File: src/rtl/core_sequencer.sv
`timescale 1ns/1ps
// -----------------------------------------------------------------------------
// core_sequencer
//
// Multicycle control sequencer for the RV32I core. Steps each instruction
// through FETCH / DECODE / EXECUTE / MEMORY / WRITEBACK and issues the PC,
// instruction-register, memory and register-file strobes. Counts retired
// instructions (one per PC load).
//
// Optional feature macro: SEQ_TIMEOUT_EN
//   defined   : memory waits in FETCH/MEMORY are bounded by TIMEOUT_CYCLES;
//               on expiry the sequencer halts and raises SEQ_Timeout.
//   undefined : waits are unbounded and SEQ_Timeout is tied low.
//
// Parameters
//   TIMEOUT_CYCLES  wait cycles allowed before timeout (SEQ_TIMEOUT_EN only)
//   RET_WIDTH       width of the retired-instruction counter
//
// Ports
//   SEQ_Clk           in   core clock, rising edge
//   SEQ_Reset         in   synchronous active-high reset
//   SEQ_En            in   run enable; low freezes state and drops strobes
//   SEQ_Opcode[6:0]   in   IR[6:0], valid from DECODE onward
//   SEQ_Mem_Ready     in   memory handshake (sampled in FETCH and MEMORY)
//   SEQ_Branch_Taken  in   ALU compare result, valid in EXECUTE
//   SEQ_PC_Set_En     out  one-cycle PC load strobe
//   SEQ_PC_Sel[1:0]   out  00 PC+4, 01 PC+imm, 10 rs1+imm
//   SEQ_IR_Load       out  instruction-register load strobe
//   SEQ_Mem_Req       out  memory request
//   SEQ_Mem_We        out  write qualifier for SEQ_Mem_Req
//   SEQ_RF_We         out  register-file write strobe
//   SEQ_State[2:0]    out  0 FETCH 1 DECODE 2 EXECUTE 3 MEMORY 4 WRITEBACK 5 HALT
//   SEQ_Illegal       out  sticky: unsupported opcode decoded
//   SEQ_Timeout       out  sticky: memory wait limit exceeded
//   SEQ_Retired       out  retired-instruction count (wraps silently)
// -----------------------------------------------------------------------------
module core_sequencer #(
  parameter int TIMEOUT_CYCLES = 16,
  parameter int RET_WIDTH      = 32
) (
  input  logic                 SEQ_Clk,
  input  logic                 SEQ_Reset,
  input  logic                 SEQ_En,
  input  logic [6:0]           SEQ_Opcode,
  input  logic                 SEQ_Mem_Ready,
  input  logic                 SEQ_Branch_Taken,
  output logic                 SEQ_PC_Set_En,
  output logic [1:0]           SEQ_PC_Sel,
  output logic                 SEQ_IR_Load,
  output logic                 SEQ_Mem_Req,
  output logic                 SEQ_Mem_We,
  output logic                 SEQ_RF_We,
  output logic [2:0]           SEQ_State,
  output logic                 SEQ_Illegal,
  output logic                 SEQ_Timeout,
  output logic [RET_WIDTH-1:0] SEQ_Retired
);

  typedef enum logic [2:0] {
    S_FETCH     = 3'd0,
    S_DECODE    = 3'd1,
    S_EXECUTE   = 3'd2,
    S_MEMORY    = 3'd3,
    S_WRITEBACK = 3'd4,
    S_HALT      = 3'd5
  } state_t;

  localparam logic [6:0] OP_LOAD   = 7'b0000011;
  localparam logic [6:0] OP_STORE  = 7'b0100011;
  localparam logic [6:0] OP_ALU    = 7'b0110011;
  localparam logic [6:0] OP_ALUI   = 7'b0010011;
  localparam logic [6:0] OP_LUI    = 7'b0110111;
  localparam logic [6:0] OP_AUIPC  = 7'b0010111;
  localparam logic [6:0] OP_BRANCH = 7'b1100011;
  localparam logic [6:0] OP_JAL    = 7'b1101111;
  localparam logic [6:0] OP_JALR   = 7'b1100111;
  localparam logic [6:0] OP_FENCE  = 7'b0001111;

  if (TIMEOUT_CYCLES < 1 || RET_WIDTH < 1) begin : g_bad_params
    $error("core_sequencer: TIMEOUT_CYCLES and RET_WIDTH must be >= 1");
  end

  state_t                 r_state;
  state_t                 w_next_state;
  logic                   r_illegal;
  logic [RET_WIDTH-1:0]   r_retired;
  logic                   w_active;
  logic                   w_waiting;
  logic                   w_legal;
  logic                   w_wait_expire;

  // Strobes only exist while running and out of reset.
  assign w_active  = !SEQ_Reset && SEQ_En;
  assign w_waiting = (r_state == S_FETCH || r_state == S_MEMORY) && !SEQ_Mem_Ready;

  always_comb begin
    case (SEQ_Opcode)
      OP_LOAD, OP_STORE, OP_ALU, OP_ALUI, OP_LUI,
      OP_AUIPC, OP_BRANCH, OP_JAL, OP_JALR, OP_FENCE: w_legal = 1'b1;
      default:                                         w_legal = 1'b0;
    endcase
  end

`ifdef SEQ_TIMEOUT_EN
  localparam int WAIT_W = $clog2(TIMEOUT_CYCLES + 1);

  logic [WAIT_W-1:0] r_wait_cnt;
  logic              r_timeout;

  // Expires on the TIMEOUT_CYCLES-th consecutive wait cycle; a Ready in that
  // same cycle is not a wait cycle, so Ready wins.
  assign w_wait_expire = w_active && w_waiting &&
                         (r_wait_cnt == WAIT_W'(TIMEOUT_CYCLES - 1));

  always_ff @(posedge SEQ_Clk) begin
    if (SEQ_Reset) begin
      r_wait_cnt <= '0;
      r_timeout  <= 1'b0;
    end else if (w_active) begin
      // Counter clears whenever the state changes (Ready, expiry, or a
      // non-waiting state) and holds while SEQ_En is low.
      if (w_waiting && !w_wait_expire) r_wait_cnt <= r_wait_cnt + 1'b1;
      else                             r_wait_cnt <= '0;
      if (w_wait_expire) r_timeout <= 1'b1;
    end
  end

  assign SEQ_Timeout = r_timeout;
`else
  assign w_wait_expire = 1'b0;
  assign SEQ_Timeout   = 1'b0;
`endif

  // Next-state and strobe decode.
  always_comb begin
    // NOTE: every output of this block gets a default first so no path can
    // leave a value unassigned and infer a latch.
    w_next_state  = r_state;
    SEQ_PC_Set_En = 1'b0;
    SEQ_PC_Sel    = 2'b00;
    SEQ_IR_Load   = 1'b0;
    SEQ_Mem_Req   = 1'b0;
    SEQ_Mem_We    = 1'b0;
    SEQ_RF_We     = 1'b0;
    if (w_active) begin
      case (r_state)
        S_FETCH: begin
          SEQ_Mem_Req = 1'b1;
          if (SEQ_Mem_Ready) begin
            SEQ_IR_Load  = 1'b1;
            w_next_state = S_DECODE;
          end else if (w_wait_expire) begin
            w_next_state = S_HALT;
          end
        end
        S_DECODE: w_next_state = w_legal ? S_EXECUTE : S_HALT;
        S_EXECUTE: begin
          case (SEQ_Opcode)
            OP_LOAD, OP_STORE: w_next_state = S_MEMORY;
            OP_BRANCH: begin
              SEQ_PC_Set_En = 1'b1;
              SEQ_PC_Sel    = SEQ_Branch_Taken ? 2'b01 : 2'b00;
              w_next_state  = S_FETCH;
            end
            OP_FENCE: begin
              SEQ_PC_Set_En = 1'b1;
              w_next_state  = S_FETCH;
            end
            default: w_next_state = S_WRITEBACK;
          endcase
        end
        S_MEMORY: begin
          SEQ_Mem_Req = 1'b1;
          SEQ_Mem_We  = (SEQ_Opcode == OP_STORE);
          if (SEQ_Mem_Ready) begin
            if (SEQ_Opcode == OP_STORE) begin
              SEQ_PC_Set_En = 1'b1;
              w_next_state  = S_FETCH;
            end else begin
              w_next_state  = S_WRITEBACK;
            end
          end else if (w_wait_expire) begin
            w_next_state = S_HALT;
          end
        end
        S_WRITEBACK: begin
          SEQ_RF_We     = 1'b1;
          SEQ_PC_Set_En = 1'b1;
          if (SEQ_Opcode == OP_JAL)       SEQ_PC_Sel = 2'b01;
          else if (SEQ_Opcode == OP_JALR) SEQ_PC_Sel = 2'b10;
          w_next_state = S_FETCH;
        end
        S_HALT:  w_next_state = S_HALT;
        default: w_next_state = S_FETCH;
      endcase
    end
  end

  always_ff @(posedge SEQ_Clk) begin
    // NOTE: sequential state uses non-blocking assignments so every register
    // samples the pre-edge values regardless of statement order.
    if (SEQ_Reset) begin
      r_state   <= S_FETCH;
      r_illegal <= 1'b0;
      r_retired <= '0;
    end else begin
      r_state <= w_next_state;
      if (w_active && r_state == S_DECODE && !w_legal) r_illegal <= 1'b1;
      // Strobe is already gated by reset/enable; wraps with no flag.
      if (SEQ_PC_Set_En) r_retired <= r_retired + RET_WIDTH'(1);
    end
  end

  assign SEQ_State   = r_state;
  assign SEQ_Illegal = r_illegal;
  assign SEQ_Retired = r_retired;

endmodule

File: config.mk
export PLATFORM = sky130hd
export DESIGN_NAME = core_sequencer
export DESIGN_NICKNAME = d
export VERILOG_FILES = /design/src/rtl/core_sequencer.sv
export SDC_FILE = /design/constraint.sdc
export NUM_CORES = 1
export LEC_CHECK = 0
export BUFFER_PORTS_ARGS = -buffer_cell sky130_fd_sc_hd__buf_2
export CAP_MARGIN = 10
export CORE_MARGIN = 5
export CORE_UTILIZATION = 50
export DETAILED_ROUTE_END_ITERATION = 12
export GPL_TIMING_DRIVEN = 0
export PLACE_DENSITY_LB_ADDON = 0.15
export SLEW_MARGIN = 40
export SYNTH_ARGS = -nofsm -noshare
export SYNTH_HDL_FRONTEND = slang
export SYNTH_SLANG_ARGS = --single-unit
File: constraint.sdc
create_clock -name SEQ_Clk -period 2.59 [get_ports SEQ_Clk]
set_clock_uncertainty 0.1 [all_clocks]
set_input_delay 0.518 -clock SEQ_Clk [delete_from_list [all_inputs] [get_ports SEQ_Clk]]
set_output_delay 0.518 -clock SEQ_Clk [all_outputs]
set_load 0.03 [all_outputs]
---- Word level (Yosys, flattened, before mapping) ----
Cells that the tools add are included.
operators by class
  add/subtract/negate cells ............... 1
  equal/unequal tests ..................... 17
  mux-type cells .......................... 27
  reductions and logical operators ........ 11
operator list
  operator                                       count
  adder 32 x 1 -> 32 bit, second input constant  1
  == test 7 x 6 -> 1 bit, second input constant  3
  == test 7 bit, second input constant           3
  2-to-1 mux 1 bit                               16
  one-hot mux 3 bit (5 select lines)             1
  == test 7 x 5 -> 1 bit, second input constant  2
  2-to-1 mux 3 bit                               4
  OR reduction 10 bit                            1
  == test 7 x 2 -> 1 bit, second input constant  1
  == test 7 x 4 -> 1 bit, second input constant  1
  == test 3 x 2 -> 1 bit, second input constant  2
  == test 3 bit, second input constant           2
  2-to-1 mux 2 bit                               3
  one-hot mux 3 bit (2 select lines)             1
  OR reduction 2 bit                             3
  inequality test 2 bit, second input constant   2
  one-hot mux 2 bit (2 select lines)             1
  == test 3 x 1 -> 1 bit, second input constant  1
  logical AND 1 bit                              3
  logical NOT 3 bit                              1
  one-hot mux 1 bit (3 select lines)             1
  AND reduction 3 bit                            1
  logical NOT 1 bit                              2
storage, ports and cells
  register bits ........................... 36
  input bits .............................. 12

---- Depth between registers and ports, before layout ----
Gate-level depths: netlist (run 1).
  word-level depth ........................ 5
  mapped depth ............................ 8
  depth with buffers taken out ............ 5

---- Least setup slack after synthesis (run 1) ----
No wires, ideal clock.
  path kind ............................... input port to output port
  start point ............................. input port SEQ_Reset
  end point ............................... output port SEQ_PC_Sel[1]
  arrival ................................. 2.184 ns
  data required time ...................... 1.972 ns
  setup slack ............................. -0.212 ns
  stages .................................. 5
  cells stage by stage .................... buf_2 > or3b_4 > nor2_1 > nand3_1 > nor4_1
between the ends
  word-level cells in the longest chain between the ends .. 3
RTL lines
  item               RTL line  source
  start, declared    42        input logic SEQ_Reset,
  logical NOT 1 bit  93        assign w_active = !SEQ_Reset && SEQ_En;
  logical AND 1 bit  93
  2-to-1 mux 2 bit   145       if (w_active) begin
  end, declared      48        output logic [1:0] SEQ_PC_Sel,
Every way passes these cells.

---- Worst setup path after layout (run 1) ----
  start point ............................. register r_state[0] (netlist: SEQ_State[0])
  end point ............................... output port SEQ_PC_Sel[1]
between the ends
  word-level cells in the longest chain between the ends .. 3
  elaborated cells between the ends (all ways) .. 4
  classes of those cells .................. 2 x eq/ne; 2 x mux
RTL lines
  item                                                     RTL line  source
  start, declared                                          83        state_t r_state;
  start signal, assigned                                   207       r_state <= w_next_state;
  == test 3 bit or == test 3 x 2 -> 1 bit (tied branches)  146       case (r_state)
  one-hot mux 2 bit (2 select lines) *                     146
  2-to-1 mux 2 bit *                                       145
Every way passes the cells marked *; elsewhere a longest branch is shown, timed or not.

==> metrics.md, run 1 <==
| Metric | Value |
|---|---|
| DP Worst Slack | `-265 ps` |
| Die H | `74.2 um` |
| Min-delay worst type | `flop to flop` |
| Detailed-route via count | `2128` |
| Setup violations, final | `0` |
| Max-cap violations | `0` |
| FP Rows | `23` |
| Layout cell share with drive strength beyond 1 | `0.271` |
| Vias/cell | `5.85` |
| CP Launch Type | `flop` |
| Global route overflow | `0` |
| RSZ-0062 raised after global routing | `true` |
| Most common cell after layout, fill and taps aside | `buf_2` |
| Root Driver | `clkbuf_8` |
| Required time of the critical path | `1970 ps` |
| CTS sink count | `36` |
| H-Tree Depth | `2` |
| Final WL | `5.41 mm` |
| Cts hold-fix bufs | `0` |
| Fin worst setup slack | `24.9 ps` |
| Post-synth design cell area | `0.00206 mm^2` |
| Worst setup path category | `flop to output pin` |
| Final Hold Vio Count | `0` |
| GRT Util Overall | `0.200` |
| Crit end category | `output pin` |
| I/O pin count | `56` |
| First-pass GRT wire length | `8.63 mm` |
| Switching Share | `0.244` |
| CTS tree | `yes` |
| Fmax | `390 MHz` |
| TNS Setup | `0 ps` |
| Wire length per cell | `14.9 um` |
| Headroom to the max-slew limit | `0.631` |
| Register area share after synthesis | `0.350` |
| Syn_nets | `265` |
| Pwr dens | `416 mW/mm^2` |
| Final min period | `2570 ps` |
| Combinational share of power | `0.081` |
| Nets | `326` |
| Reg clk slew, reported paths | `70 ps` |
| Switching power total | `259 uW` |
| Num CTS Buffers | `5` |
| Max-slew violation count | `0` |
| Post-synth cell types | `51` |
| Hpwl dp | `3.86 mm` |
| Worst-margin pin slew | `549 ps` |
| Core ar. | `0.00400 mm^2` |
| I/O Buffers | `51` |
| Critical Path AT | `1950 ps` |
| Peak supply drop | `0.272 mV` |
| Crit path max fanout | `9` |
| Max Buffers Root-to-Sink | `2` |
| Sequential share of power | `0.525` |
| Initial DRC count | `81` |
| Status | `completed` |
| Average size of a mapped cell | `8.17 um^2` |
| Worst-Skew Late Latency | `290 ps` |
| Clock power share | `0.394` |
| Gate Count Post-Synth | `252` |
| Hold WS | `363 ps` |
| Area Growth Syn to Fin | `23.9%` |
| YS warnings | `0` |
| Chip width | `74.2 um` |
| Die area | `0.00550 mm^2` |
| Int Power | `802 uW` |
| Initial Utilization | `0.515` |
| Ant. Diodes | `0` |
| DRC viols | `0` |
| Vias in the first global route | `1899` |
| Leakage power | `0.959 nW` |
| ANT nets after route | `0` |
| TritonRoute pass-1 iters | `4` |
| Commonest cells after routing, fill and taps aside | `buf_2 (55), dfxtp_1 (36), a21oi_1 (29), nand2_1 (18), or3_1 (17)` |
| Yosys reg bits | `36` |
| Cell Chain, Critical Path | `buf_6, or3b_4, buf_4, nor2_1, nand3_1, nor4_2, buf_2` |
| Gpl congestion | `0.869` |
| Largest net degree at the start of global routing | `12` |
| Initial antenna violation count | `0` |
| CP max-delay cell | `or3b_4` |
| Max stage delay on crit path | `430 ps` |
| Fin crit share | `0.990` |
==> state kept, by name (all words and copies together), names as in the netlist <==
signal,flops
SEQ_Illegal,1
SEQ_Retired,32
SEQ_State,3
==> cells in the mapped netlist, drive strengths merged <==
master / instances / area (um^2)
dfxtp: 36 / 721
a21oi: 29 / 145
o21ai: 20 / 100
or3: 19 / 124
nand2: 18 / 67.6
nor2: 15 / 58.8
inv: 13 / 48.8
o31ai: 13 / 103
or4: 11 / 82.6
nand3: 10 / 50.1
buf: 8 / 48.8
clkbuf: 7 / 26.3
nor3: 6 / 30.0
nand4: 5 / 43.8
nor4: 4 / 55.1
nand2b: 3 / 18.8
nand4bb: 3 / 33.8
o21a: 3 / 22.5
o311ai: 3 / 43.8
a2111oi: 2 / 36.3
and4: 2 / 17.5
nor2b: 2 / 12.5
xnor2: 2 / 17.5
xor2: 2 / 17.5
a311oi: 1 / 8.76
a31oi: 1 / 6.26
and3: 1 / 6.26
conb: 1 / 3.75
ha: 1 / 12.5
maj3: 1 / 10.0
mux2i: 1 / 10.0
nand3b: 1 / 7.51
nand4b: 1 / 8.76
nor3b: 1 / 7.51
nor4b: 1 / 8.76
o2111a: 1 / 11.3
o211ai: 1 / 7.51
o32ai: 1 / 8.76
or2: 1 / 6.26
or3b: 1 / 11.3
==> stage by stage <==
step	util	cell area, um^2	total power, mW	std cells
after global placement	0.600	2400	0.650	353
final	0.638	2550	1.06	364
after floorplan	-	2080	0.625	252
after global routing	0.638	2550	1.10	364
after detailed placement	0.600	2400	0.651	353
after CTS	0.629	2520	1.07	361
==> layout make-up <==
type	count	area, um^2
Multi-Input combinational cell	188	1260
Fill cell	390	1450
Buffer	14	71.3
Sequential cell	36	721
Timing Repair Buffer	55	298
Inverter	13	48.8
Clock buffer	7	86.3
Clock inverter	1	7.51
Tap cell	50	62.6
==> worst max-delay path, delay by kind of cell (launching register included) <==
family,cells,cell delay [ps]
buf+inv,3,540
simple gates,4,780
flops,1,330
==> per-layer routing <==
metal	track usage	share of wire	routed length, um
met1	0.252	0.45	2460
met2	0.334	0.47	2550
met3	0.0595	0.069	372
met4	0.0523	0.0044	24
met5	0	0	0
==> worst paths after layout <==
path | slack [ps] | cells after the start | endpoint | from
min reg2reg | 360 | 2 | SEQ_Illegal | SEQ_Illegal
max | 20 | 7 | SEQ_PC_Sel[1] | SEQ_State[0]
min | 360 | 2 | SEQ_Illegal | SEQ_Illegal
max reg2reg | 180 | 9 | SEQ_Retired[19] | SEQ_State[0]
==> cell families after synthesis <==
kind of cell | share of synthesized area
AOI/OAI and AO/OA | 0.239
muxes | 0.00486
and+or+nand+nor | 0.316
other | 0.00182
xor gates and xnor gates | 0.0170
DFF | 0.350
buffers and inverters | 0.0602
adders and majority gates | 0.0109
==> power by group through the flow <==
stage	Clock (mW)	Combinational (mW)	Sequential (mW)
after detailed placement	0	0.0812	0.570
final	0.418	0.0860	0.557
after CTS	0.430	0.0818	0.557
after global placement	0	0.0803	0.570
after floorplan	0	0.0514	0.574
after global routing	0.453	0.0926	0.557
==> repair_timing <==
item / CTS / global route
pin swaps: 2 / 5
setup buffers: 1 / 3
setup endpoints to repair: 1 / 12
resized for setup: 4 / 4
(Power assumes the default switching activity.)
==> run 2: changes to the inputs <==
- BUFFER_PORTS_ARGS: -buffer_cell sky130_fd_sc_hd__buf_2 -> -buffer_cell sky130_fd_sc_hd__clkbuf_2
==> run 2 against run 1 <==
  * Count of clock-buffer cells in the layout decreased by 1
  * Total power rose by 6.3%
  * Die area stayed put
  * Global-route usage rose by 1.2 points
  * Final area grew 0.15%
  * Clock power rose by 17%
  * Critical path depth is 1 lower
  * Combinational power fell by 4.9%
  * Maximum frequency up 2.8%
  * Cell count is 0.55% lower
  * Worst setup slack better by 71 ps
  * Sequential share of layout area hardly changed
  * Largest power group unchanged
==> metrics.md, run 2 (synthesized netlist as in run 1, its figures left out) <==
| Metric | Value |
|---|---|
| Status | `completed` |
| Fmax | `401 MHz` |
| Detailed-route via count | `2114` |
| Worst hold start | `SEQ_Illegal` |
| Final WL | `5.53 mm` |
| I/O Buffers | `51` |
| Global route overflow | `0` |
| Max-slew violation count | `0` |
| Initial DRC count | `98` |
| Core ar. | `0.00400 mm^2` |
| I/O pin count | `56` |
| CTS tree | `yes` |
| Worst setup path category | `flop to output pin` |
| Wire length per cell | `15.3 um` |
| Worst-margin pin slew | `551 ps` |
| GRT Util Overall | `0.212` |
| Die area | `0.00550 mm^2` |
| Vias/cell | `5.84` |
| Reg clk slew, reported paths | `80 ps` |
| Required time of the critical path | `1970 ps` |
| H-Tree Depth | `2` |
| Headroom to the max-slew limit | `0.633` |
| Crit path max fanout | `9` |
| CTS sink count | `36` |
| Hold Crit Depth | `2` |
| Root Driver | `clkbuf_8` |
| Initial Utilization | `0.515` |
| Num CTS Buffers | `5` |
| Nets | `324` |
| Cts hold-fix bufs | `0` |
| Crit end category | `output pin` |
| RSZ-0062 raised after global routing | `false` |
| Hpwl dp | `3.94 mm` |
| FP Rows | `23` |
| CP Launch Type | `flop` |
| Layout cell share with drive strength beyond 1 | `0.269` |
| R2R setup slack | `140 ps` |
| Peak supply drop | `0.387 mV` |
| DP Worst Slack | `-262 ps` |
| Commonest cells after routing, fill and taps aside | `clkbuf_2 (52), dfxtp_1 (36), a21oi_1 (29), nand2_1 (18), or3_1 (17)` |
| Worst-Skew Late Latency | `290 ps` |
| Die H | `74.2 um` |
| TritonRoute pass-1 iters | `4` |
| Initial antenna violation count | `0` |
| DRC viols | `0` |
| Leakage power | `0.937 nW` |
| Fin worst setup slack | `95.9 ps` |
| Worst R2R Start | `SEQ_State[0]` |
| Most common cell after layout, fill and taps aside | `clkbuf_2` |
| Final Hold Vio Count | `0` |
| Chip width | `74.2 um` |
| Critical Path AT | `1880 ps` |
| Design Power | `1.13 mW` |
| Largest net degree at the start of global routing | `12` |
| Min-delay worst type | `flop to flop` |
| Pwr dens | `442 mW/mm^2` |
| Ant. Diodes | `0` |
| Area Growth Syn to Fin | `24.1%` |
| ANT nets after route | `0` |
| Fin crit share | `0.963` |
| Max-cap violations | `0` |
| Max reg flops | `32` |
| FF-to-FF path depth | `9` |
| Finished Core Util | `0.639` |
| Vias in the first global route | `1901` |
| Gpl congestion | `0.863` |
| Setup violations, final | `0` |
| Crit Reg-Reg Endpoint | `SEQ_Retired[7]` |
| Max Buffers Root-to-Sink | `2` |
| Final min period | `2490 ps` |
| First-pass GRT wire length | `8.95 mm` |
| Worst hold endpoint | `SEQ_Illegal` |
| Fill cell count | `371` |
| Reg area | `721 um^2` |
| Multi-input gate area | `0.00125 mm^2` |
run 2: changes by cell type in the layout (fill, tap and decap cells not counted):
cell	before	now
nand4bb_1	2	3
buf_2	55	3
clkinvlp_4	1	0
buf_4	5	3
nand4bb_2	1	0
clkinv_2	0	1
bufinv_16	0	1
clkbuf_1	7	5
clkbuf_4	0	2
buf_6	3	2
clkbuf_2	0	52
run 2: critical path, cell delays in order, from the launching register on:
cell,delay (ps)
dfxtp_1,330
buf_6,130
or3b_4,450
nor2_1,120
nand3_1,120
nor4_2,170
clkbuf_2,250
run 2: final cells by class:
type / count / share of cell area
repair buffers: 53 / 0.109
inverters: 13 / 0.0191
plain buffers: 14 / 0.0333
clock buffers: 6 / 0.0284
well taps: 50 / 0.0245
clock inverters: 2 / 0.0137
flip-flops and latches: 36 / 0.282
multi-input cells: 188 / 0.490
run 2: how the worst max path moves through the flow:
stage          slack, ps  cells past startpoint          start              end
2_1_floorplan          7                      5  SEQ_Opcode[3]    SEQ_PC_Set_En
5_1_grt               20                      6   SEQ_State[0]    SEQ_PC_Sel[1]
3_3_place_gp        -260                      8      SEQ_Reset   SEQ_Retired[3]
4_1_cts                2                      8   SEQ_State[0]  SEQ_Retired[12]
3_5_place_dp        -260                      8      SEQ_Reset  SEQ_Retired[19]
6_report             100                      6   SEQ_State[0]    SEQ_PC_Sel[1]
run 2: what timing repair did:
action                                 CTS  global route
pin swaps                                2             1
resized for setup                        4             9
endpoints found under the hold margin    0             0
setup endpoints to repair                1            25
buffers inserted                         2             0
run 2: per-layer routing:
| metal | vias to the layer above | share of wire | GRT usage |
|---|---|---|---|
| met5 | - | 0 | 0 |
| li1 | 1065 | - | - |
| met2 | 56 | 0.48 | 0.342 |
| met1 | 987 | 0.44 | 0.269 |
| met4 | 0 | 0.013 | 0.0845 |
| met3 | 6 | 0.067 | 0.0554 |
run 2: metrics by stage:
step | TNS, ps | hold slack (ps) | cells | cell area (um^2)
detailed placement | -3220 | 354 | 353 | 2400
global placement | -2820 | 348 | 353 | 2400
finish | 0 | 371 | 362 | 2550
CTS | 0 | 370 | 362 | 2540
floorplan | 0 | 480 | 252 | 2080
global route | 0 | 385 | 362 | 2550
run 2: report_power, final:
part,internal (mW),switching (mW)
logic,0.0277,0.0541
registers,0.555,0.00155
clock network,0.286,0.204
total,0.869,0.259
